## config.mk

```make
export PLATFORM = sky130hd
export DESIGN_NAME = deleted_node_cam_flat
export DESIGN_NICKNAME = d
export VERILOG_FILES = /design/src/rtl/deleted_node_cam_if.sv /design/src/rtl/deleted_node_cam.sv /design/src/flat_wrapper.sv
export SDC_FILE = /design/constraint.sdc
export NUM_CORES = 1
export LEC_CHECK = 0
export ABC_AREA = 0
export CAP_MARGIN = 5
export CORE_AREA = 5 5 167 121
export DETAILED_ROUTE_END_ITERATION = 16
export DIE_AREA = 0 0 172 126
export MAX_ROUTING_LAYER = met4
export PLACE_DENSITY = 0.74
export SETUP_SLACK_MARGIN = 0.3
export SLEW_MARGIN = 10
export SYNTH_ARGS = -nofsm -noshare
export SYNTH_HDL_FRONTEND = slang
export SYNTH_SLANG_ARGS = --single-unit
```

## constraint.sdc

```tcl
create_clock -name clk -period 3.8 [get_ports clk]
set_input_delay 0.95 -clock clk [delete_from_list [all_inputs] [get_ports clk]]
set_output_delay 0.95 -clock clk [all_outputs]
set_load 0.05 [all_outputs]
```

## src/rtl/deleted_node_cam_if.sv

```systemverilog
// Insert, lookup and status bundle for the deleted-node CAM.
// The master drives requests; the slave (the CAM) returns results and status.
interface deleted_node_cam_if #(
  parameter int DATA_WIDTH    = 8,
  parameter int MAX_DELETIONS = 16,
  parameter int NUM_QUERY     = 2
);
  localparam int CNT_W = $clog2(MAX_DELETIONS + 1);

  logic                            clr;
  logic                            ins_valid;
  logic                            ins_ready;
  logic                            ins_conn;
  logic [DATA_WIDTH-1:0]           ins_node;
  logic                            q_valid;
  logic [NUM_QUERY*DATA_WIDTH-1:0] q_node;
  logic                            q_match_valid;
  logic [NUM_QUERY-1:0]            q_match;
  logic                            match_any;
  logic [CNT_W-1:0]                count;
  logic                            full;
  logic                            empty;
  logic                            overflow;

  modport master (
    output clr, ins_valid, ins_conn, ins_node, q_valid, q_node,
    input  ins_ready, q_match_valid, q_match, match_any, count, full, empty, overflow
  );

  modport slave (
    input  clr, ins_valid, ins_conn, ins_node, q_valid, q_node,
    output ins_ready, q_match_valid, q_match, match_any, count, full, empty, overflow
  );
endinterface

```

## src/rtl/deleted_node_cam.sv

```systemverilog
// Content-addressable store of deleted node IDs: NUM_QUERY lookups plus one insert per cycle.
// Entries fill in order and are only emptied by a bulk clear or reset.
module deleted_node_cam #(
  parameter int DATA_WIDTH    = 8,
  parameter int MAX_DELETIONS = 16,
  parameter int NUM_QUERY     = 2
) (
  input logic                 clk,
  input logic                 rst,
  deleted_node_cam_if.slave   bus
);
  localparam int CNT_W = $clog2(MAX_DELETIONS + 1);

  logic [MAX_DELETIONS-1:0] valid;
  logic [DATA_WIDTH-1:0]    data [MAX_DELETIONS];
  logic [CNT_W-1:0]         count;
  logic                     full;
  logic                     empty;
  logic                     overflow;
  logic                     q_match_valid;
  logic [NUM_QUERY-1:0]     q_match;

  logic                     ins_hit;
  logic [NUM_QUERY-1:0]     q_hit;
  logic                     ins_fire;
  logic                     ins_write;
  logic [CNT_W-1:0]         count_next;

  always_comb begin
    ins_hit = 1'b0;
    for (int i = 0; i < MAX_DELETIONS; i++)
      if (valid[i] && (data[i] == bus.ins_node)) ins_hit = 1'b1;
  end

  always_comb begin
    q_hit = '0;
    for (int k = 0; k < NUM_QUERY; k++)
      for (int i = 0; i < MAX_DELETIONS; i++)
        if (valid[i] && (data[i] == bus.q_node[k*DATA_WIDTH +: DATA_WIDTH])) q_hit[k] = 1'b1;
  end

  assign bus.ins_ready = !full && !bus.clr && !rst;
  assign ins_fire      = bus.ins_valid && bus.ins_ready;
  assign ins_write     = ins_fire && !bus.ins_conn && !ins_hit;
  assign count_next    = count + CNT_W'(1);

  always_ff @(posedge clk) begin
    if (rst) begin
      valid         <= '0;
      count         <= '0;
      full          <= 1'b0;
      empty         <= 1'b1;
      overflow      <= 1'b0;
      q_match_valid <= 1'b0;
      q_match       <= '0;
    end else begin
      // lookups use pre-update contents and are not cancelled by clr
      q_match_valid <= bus.q_valid;
      if (bus.q_valid) q_match <= q_hit;

      if (bus.clr) begin
        valid    <= '0;
        count    <= '0;
        full     <= 1'b0;
        empty    <= 1'b1;
        overflow <= 1'b0;
      end else begin
        if (ins_write) begin
          for (int i = 0; i < MAX_DELETIONS; i++)
            if (CNT_W'(i) == count) valid[i] <= 1'b1;
          count <= count_next;
          full  <= (count_next == CNT_W'(MAX_DELETIONS));
          empty <= 1'b0;
        end
        if (bus.ins_valid && !bus.ins_conn && full && !ins_hit) overflow <= 1'b1;
      end
    end
  end

  // entry payload needs no reset; a match always requires the valid bit
  always_ff @(posedge clk) begin
    if (ins_write)
      for (int i = 0; i < MAX_DELETIONS; i++)
        if (CNT_W'(i) == count) data[i] <= bus.ins_node;
  end

  assign bus.count         = count;
  assign bus.full          = full;
  assign bus.empty         = empty;
  assign bus.overflow      = overflow;
  assign bus.q_match_valid = q_match_valid;
  assign bus.q_match       = q_match;
  assign bus.match_any     = q_match_valid && (|q_match);
endmodule

```

## src/flat_wrapper.sv

```systemverilog
// flat-port wrapper written by rule: the top's interface ports become plain ports
module deleted_node_cam_flat 
#(
  parameter int DATA_WIDTH    = 8,
  parameter int MAX_DELETIONS = 16,
  parameter int NUM_QUERY     = 2
)
  (clk, rst, bus_clr, bus_ins_valid, bus_ins_conn, bus_ins_node, bus_q_valid, bus_q_node, bus_ins_ready, bus_q_match_valid, bus_q_match, bus_match_any, bus_count, bus_full, bus_empty, bus_overflow);
  deleted_node_cam_if #(.DATA_WIDTH(DATA_WIDTH), .MAX_DELETIONS(MAX_DELETIONS), .NUM_QUERY(NUM_QUERY)) bus_i ();
  input logic clk;
  input logic rst;
  input wire logic [$bits(bus_i.clr)-1:0] bus_clr;
  input wire logic [$bits(bus_i.ins_valid)-1:0] bus_ins_valid;
  input wire logic [$bits(bus_i.ins_conn)-1:0] bus_ins_conn;
  input wire logic [$bits(bus_i.ins_node)-1:0] bus_ins_node;
  input wire logic [$bits(bus_i.q_valid)-1:0] bus_q_valid;
  input wire logic [$bits(bus_i.q_node)-1:0] bus_q_node;
  output wire logic [$bits(bus_i.ins_ready)-1:0] bus_ins_ready;
  output wire logic [$bits(bus_i.q_match_valid)-1:0] bus_q_match_valid;
  output wire logic [$bits(bus_i.q_match)-1:0] bus_q_match;
  output wire logic [$bits(bus_i.match_any)-1:0] bus_match_any;
  output wire logic [$bits(bus_i.count)-1:0] bus_count;
  output wire logic [$bits(bus_i.full)-1:0] bus_full;
  output wire logic [$bits(bus_i.empty)-1:0] bus_empty;
  output wire logic [$bits(bus_i.overflow)-1:0] bus_overflow;
  assign bus_i.clr = bus_clr;
  assign bus_i.ins_valid = bus_ins_valid;
  assign bus_i.ins_conn = bus_ins_conn;
  assign bus_i.ins_node = bus_ins_node;
  assign bus_i.q_valid = bus_q_valid;
  assign bus_i.q_node = bus_q_node;
  assign bus_ins_ready = bus_i.ins_ready;
  assign bus_q_match_valid = bus_i.q_match_valid;
  assign bus_q_match = bus_i.q_match;
  assign bus_match_any = bus_i.match_any;
  assign bus_count = bus_i.count;
  assign bus_full = bus_i.full;
  assign bus_empty = bus_i.empty;
  assign bus_overflow = bus_i.overflow;
  deleted_node_cam #(.DATA_WIDTH(DATA_WIDTH), .MAX_DELETIONS(MAX_DELETIONS), .NUM_QUERY(NUM_QUERY)) u_core (.clk(clk), .rst(rst), .bus(bus_i));
endmodule
```

# ---- Word-level counts from Yosys, hierarchy flattened
# Memories as Yosys holds them, arrays and structs flattened.
# Cells that the tools add are included.
dict set report classes {
  eq_ne 64
  addsub 1
  mux 141
  n_reduce_logical 96
}
# cell n
set ops {}
lappend ops {{$eq A8 B8 Y1} 48}
lappend ops {{$mux W8} 15}
lappend ops {{$reduce_or A8 Y1} 15}
lappend ops {{$mux W1} 111}
lappend ops {{$mux W4} 15}
lappend ops {{$logic_and A1 B1 Y1} 57}
lappend ops {{$eq A4 B5 Y1 const A} 8}
lappend ops {{$reduce_and A2 Y1} 16}
lappend ops {{$eq A3 B5 Y1 const A} 4}
lappend ops {{$eq A2 B5 Y1 const A} 2}
lappend ops {{$add A5 B1 Y5 const B} 1}
lappend ops {{$eq A1 B5 Y1 const A} 1}
lappend ops {{$eq A5 B5 Y1 const B} 1}
lappend ops {{$logic_not A1 Y1} 5}
lappend ops {{$logic_not A5 Y1} 1}
lappend ops {{$reduce_or A2 Y1} 2}
dict set report word_totals {
  input_bits 30
  word_cells 325
  n_memories 1
  out_inout_bits 13
  mem_bits_rw 128
  regBits 27
}
# memory words word_bits read_ports rd_ports_with_merged_regs write_ports line_no
set memory_table {}
lappend memory_table {u_core.data 16 8 16 0 1 deleted_node_cam.sv:15} ;# logic [DATA_WIDTH-1:0] data [MAX_DELETIONS];

# ---- Depth between registers and ports, before layout
dict set report logic_depth {
  depth_word 38
  mapped_depth 11
}

# ---- Worst setup path before layout
# OpenSTA, ideal clock, no wires.
dict set report synth_path {
  path_type {input port to flip-flop}
  startpoint {input bus_clr}
  endpoint {memory u_core.data[6][0] (netlist: u_core.data[0][48]), enable pin}
  setup_time_ns 0.383
  n_path_buf 2
  setup_slack_ns -0.176
  arrival_time_ns 3.593
  stages 8
  path_cell_list {or2_1 > clkbuf_1 > nor2_1 > inv_1 > nor3_2 > nand2_1 > clkbuf_1 > nor3_1}
}
dict set report synth_via {
  elab_chain_len 24
  word_cells_on_any_way 83
}
# item line_no
set synth_rtl {}
lappend synth_rtl {{start, declared} flat_wrapper.sv:12} ;# input wire logic [$bits(bus_i.clr)-1:0] bus_clr;
lappend synth_rtl {{$logic_not A1 Y1 (*)} deleted_node_cam.sv:42} ;# assign bus.ins_ready = !full && !bus.clr && !rst;
lappend synth_rtl {{$logic_and A1 B1 Y1 (*) (2 in a row)} deleted_node_cam.sv:42}
lappend synth_rtl {{net bus_ins_ready} flat_wrapper.sv:18} ;# output wire logic [$bits(bus_i.ins_ready)-1:0] bus_ins_ready;
lappend synth_rtl {{$logic_and A1 B1 Y1 (*)} deleted_node_cam.sv:43} ;# assign ins_fire = bus.ins_valid && bus.ins_ready;
lappend synth_rtl {{$logic_and A1 B1 Y1 (*) (2 in a row)} deleted_node_cam.sv:44} ;# assign ins_write = ins_fire && !bus.ins_conn && !ins_hit;
lappend synth_rtl {{$mux W1} deleted_node_cam.sv:82} ;# if (ins_write)
lappend synth_rtl {{$mux W1 (not written as such)} deleted_node_cam.sv:84} ;# if (CNT_W'(i) == count) data[i] <= bus.ins_node;
lappend synth_rtl {{$reduce_or A8 Y1 (no line)} n/a}
lappend synth_rtl {{$mux W4 (no line) / $mux W1 (equally long branches) (15 in a row)} n/a}
lappend synth_rtl {{end, declared} deleted_node_cam.sv:15}
# The timed path passes the listed nets; every way through them passes the cells marked *.

# ---- Final worst setup path
dict set report layout_path {
  startpoint {input bus_ins_node[2]}
  endpoint {memory u_core.data[2][2] (netlist: u_core.data[0][18]), enable pin}
}
dict set report layout_via {
  elab_chain_len 38
  word_cells_on_any_way 127
}
# item line_no
set layout_rtl {}
lappend layout_rtl {{start, declared} flat_wrapper.sv:15} ;# input wire logic [$bits(bus_i.ins_node)-1:0] bus_ins_node;
lappend layout_rtl {{$eq A8 B8 Y1} deleted_node_cam.sv:32} ;# if (valid[i] && (data[i] == bus.ins_node)) ins_hit = 1'b1;
lappend layout_rtl {{$logic_and A1 B1 Y1} deleted_node_cam.sv:32}
lappend layout_rtl {{$mux W1 (15 in a row)} deleted_node_cam.sv:32}
lappend layout_rtl {{$mux W1 (*)} deleted_node_cam.sv:32}
lappend layout_rtl {{$logic_not A1 Y1 (*)} deleted_node_cam.sv:44}
lappend layout_rtl {{$logic_and A1 B1 Y1 (*)} deleted_node_cam.sv:44}
lappend layout_rtl {{$mux W1} deleted_node_cam.sv:82}
lappend layout_rtl {{$mux W1 (not written as such)} deleted_node_cam.sv:84}
lappend layout_rtl {{$reduce_or A8 Y1 (no line)} n/a}
lappend layout_rtl {{$mux W4 (no line) / $mux W1 (equally long branches) (15 in a row)} n/a}
# Every way passes the cells marked *; elsewhere a longest branch is shown, timed or not.

==> metrics.md <==
| Metric | Value |
|---|---|
| Synthesized instance count | `877` |
| Critical Path End Type | `flop` |
| DRC | `0` |
| RD Place Congestion | `0.987` |
| Number of fill cells | `1,504` |
| Post-route setup TNS | `0 ns` |
| Leak Pwr | `0.00385 uW` |
| Height of the chip | `126 um` |
| Min-Delay Endpoint | `u_core.bus.overflow` |
| Number of endpoints with negative hold slack in the final report | `0` |
| Number of design-rule violations left by the first detailed-router iteration | `1,032` |
| Critical R2R Launch | `u_core.data[0][9]` |
| Via count of the first global-routing pass | `7,071` |
| Source-to-sink clock delay at the later pin of the worst-skew pair | `0.44 ns` |
| Overall Global Routing Usage | `27.6%` |
| WL per Instance | `24.2 um` |
| Number of clock buffers inserted by TritonCTS | `17` |
| R2R depth | `9` |
| Die footprint | `0.0217 mm2` |
| Share of layout cells above drive strength 1 | `11.2%` |
| Max-capacitance violation count | `0` |
| First-pass GRT wire length | `43,300 um` |
| Number of core rows | `42` |
| Number of different library cells in the post-synthesis netlist | `44` |
| Synthesis-to-layout area growth | `15.0%` |
| Mean cell area of the mapped netlist | `11.2 um2` |
| Hold Slack | `0.466 ns` |
| Sequential share of the synthesized area | `44.8%` |
| TritonCTS Sinks | `155` |
| Antenna-violating nets left | `0` |
| Result of the run | `finished clean` |
| Count of instances resized after the clock tree is built | `0` |
| Path type of the worst setup path | `in2reg` |
| Hold Crit Start | `u_core.bus.overflow` |
| Cell depth of the worst hold path | `1` |
| Period utilization | `87.2%` |
| Pin count of the biggest net entering global routing | `29` |
| Post-synth EDFFs | `128` |
| Max IR drop VDD | `0.000273 V` |
| Wire length reported by the detailed router | `29,000 um` |
| Number of hold buffers added after cts | `0` |
| Post-Synthesis Cell Area | `0.00979 mm2` |
| Count of synthesis-stage warnings from yosys | `0` |
| Port buffer count | `42` |
| Worst setup slack after layout | `0.488 ns` |
| Clock transition at the registers of the reported paths | `0.06 ns` |
| Power density cells | `352 mW/mm2` |
| Synth Net Count | `913` |
| Vias post-DR | `7,308` |
| Width of the die | `172 um` |
| Pre-Repair DR Iteration Count | `5` |
| Required time of the worst setup path | `3.94 ns` |
| Path category of the worst min-delay check | `reg2reg` |
| Pre-CTS setup slack | `0.0845 ns` |
| Post-route minimum period | `3.31 ns` |
| FMAX | `0.302 GHz` |
| Final standard cell utilization of the core | `60.8%` |
| Placeable core area | `0.0185 mm2` |
| Deepest clock path buffer count | `2` |
| Critical Path, Cell by Cell | `buf_2, xnor2_1, nand3_1, nor3_1, or4_4, nor3_2, nand2_1, buf_4, nor3_1, buf_4` |
| Detailed-route vias per instance | `6.10` |
| I/O pin count | `43` |
| Initial antenna violation count | `2` |
| Number of H-tree branching levels | `4` |
| Post-detailed-placement half-perimeter wirelength | `19,200 um` |
| Register-to-register setup slack | `1.01 ns` |
| Primary flip-flop cell chosen by synthesis mapping | `edfxtp_1` |
| Flop and latch count out of synthesis | `155` |
| Clock root buffer master | `clkbuf_16` |
| Worst endpoint data arrival time | `3.46 ns` |
| Critical path fanouts, max | `17` |
| Number of endpoints failing setup at the final stage | `0` |
| Slew at the pin closest to its max-slew limit | `0.667 ns` |
| Critical path launch point type | `input port` |
| Starting density of the core | `52.9%` |
| Count of nets after finishing | `978` |
| Buffers inserted during post-CTS setup optimization | `0` |
| Max-slew violation count | `0` |
| Max Clock Skew | `0.00853 ns` |
| Crit path largest cell delay | `0.57 ns` |
| Critical Path Slowest Stage Cell | `or4_4` |
| Share of synthesized flip-flops with an asynchronous set or reset | `0%` |
| Clock tree from TritonCTS | `done` |
| Critical R2R Capture | `u_core.data[0][18]` |
| Global route total overflow | `0` |
| Worst slew margin relative to its limit | `55.1%` |
| RSZ-0062 raised after global routing | `false` |
-- layout make-up --
type                    instances  area (um2)  share of cell area, %
inverters                       6        22.5                  0.200
flip-flops and latches        155        4380                   39.0
multi-input cells             658        5010                   44.5
clock buffers                  19         433                   3.85
clock inverters                13         128                   1.13
diodes                          2        5.00                 0.0445
repair buffers                104         971                   8.63
well taps                     242         303                   2.69
-- logic make-up after synthesis --
kind of cell               count (synthesis)  share of synthesized area [%]
xor gates and xnor gates                 385                           34.4
DFF                                      155                           44.8
adders and majority gates                  6                          0.767
AOI/OAI and AO/OA                         34                           2.68
buffers and inverters                     64                           4.27
and+or+nand+nor                          233                           13.0
-- worst max-delay path, delay by kind of cell --
| kind | cells | cell delay, ns |
|---|---|---|
| simple gates | 6 | 1.41 |
| xor+xnor | 1 | 0.15 |
| buf+inv | 3 | 0.91 |
-- registers in the layout, summed over array words and instances (netlist names) --
register,flops
u_core.bus.count,5
u_core.bus.empty,1
u_core.bus.full,1
u_core.bus.overflow,1
u_core.bus.q_match,2
u_core.bus.q_match_valid,1
u_core.data,128
u_core.valid,16
-- worst max path at each step --
stage | start | to | cells after the start
global placement | bus_ins_node[4] | u_core.data[0][18] | 11
floorplan | bus_ins_node[3] | u_core.data[0][48] | 10
global route | bus_ins_node[0] | u_core.data[0][18] | 11
finish | bus_ins_node[2] | u_core.data[0][18] | 10
CTS | bus_ins_node[4] | u_core.data[0][22] | 11
detailed placement | bus_ins_node[4] | u_core.data[1][13] | 11
-- Yosys cell counts, drive strengths merged, types with 3 or more instances --
| library cell | count | area [um2] |
|---|---|---|
| nand4 | 56 | 350 |
| dfxtp | 27 | 541 |
| o21ai | 4 | 20.0 |
| nor2 | 11 | 41.3 |
| clkbuf | 35 | 131 |
| o31ai | 8 | 60.1 |
| o21a | 3 | 22.5 |
| xnor2 | 129 | 1130 |
| nor3 | 64 | 325 |
| xor2 | 256 | 2240 |
| nor4 | 41 | 257 |
| nand3 | 19 | 100 |
| nor2b | 3 | 18.8 |
| ha | 6 | 75.1 |
| edfxtp | 128 | 3840 |
| nand2 | 28 | 105 |
| a32o | 4 | 40.0 |
| inv | 6 | 22.5 |
| buf | 23 | 264 |
-- where the power goes --
part           total (uW)  internal (uW)  switching [uW]
sequential           1850           1840            5.05
clock                1650            956             691
combinational         473            182             290
total                3960           2980             986
-- routing by layer --
| layer | part of all wire [%] | track usage, % |
|---|---|---|
| met1 | 44 | 39.7 |
| met2 | 42 | 38.6 |
| met3 | 12 | 7.58 |
| met4 | 2.2 | 7.16 |
| met5 | 0 | - |
-- through the flow --
step           instance area, um2  instances  total power, uW
2_1_floorplan                9810        877             2180
3_3_place_gp                10700       1165             2340
3_5_place_dp                10700       1165             2340
4_1_cts                     11200       1197             3960
5_1_grt                     11300       1199             4070
6_report                    11300       1199             3960
-- placed cells by master, fill, tap and decap left out, drive strengths merged, types with 6 or more instances in the layout --
master         count
nand3             19
edfxtp           128
clkdlybuf4s50     33
ha                 6
buf               70
nor2              11
clkbuf            20
xor2             256
nand4             56
inv                6
xnor2            129
nand2             28
nor3              64
dfxtp             27
clkinv             6
nor4              41
o31ai              8
(Power assumes the default switching activity.)
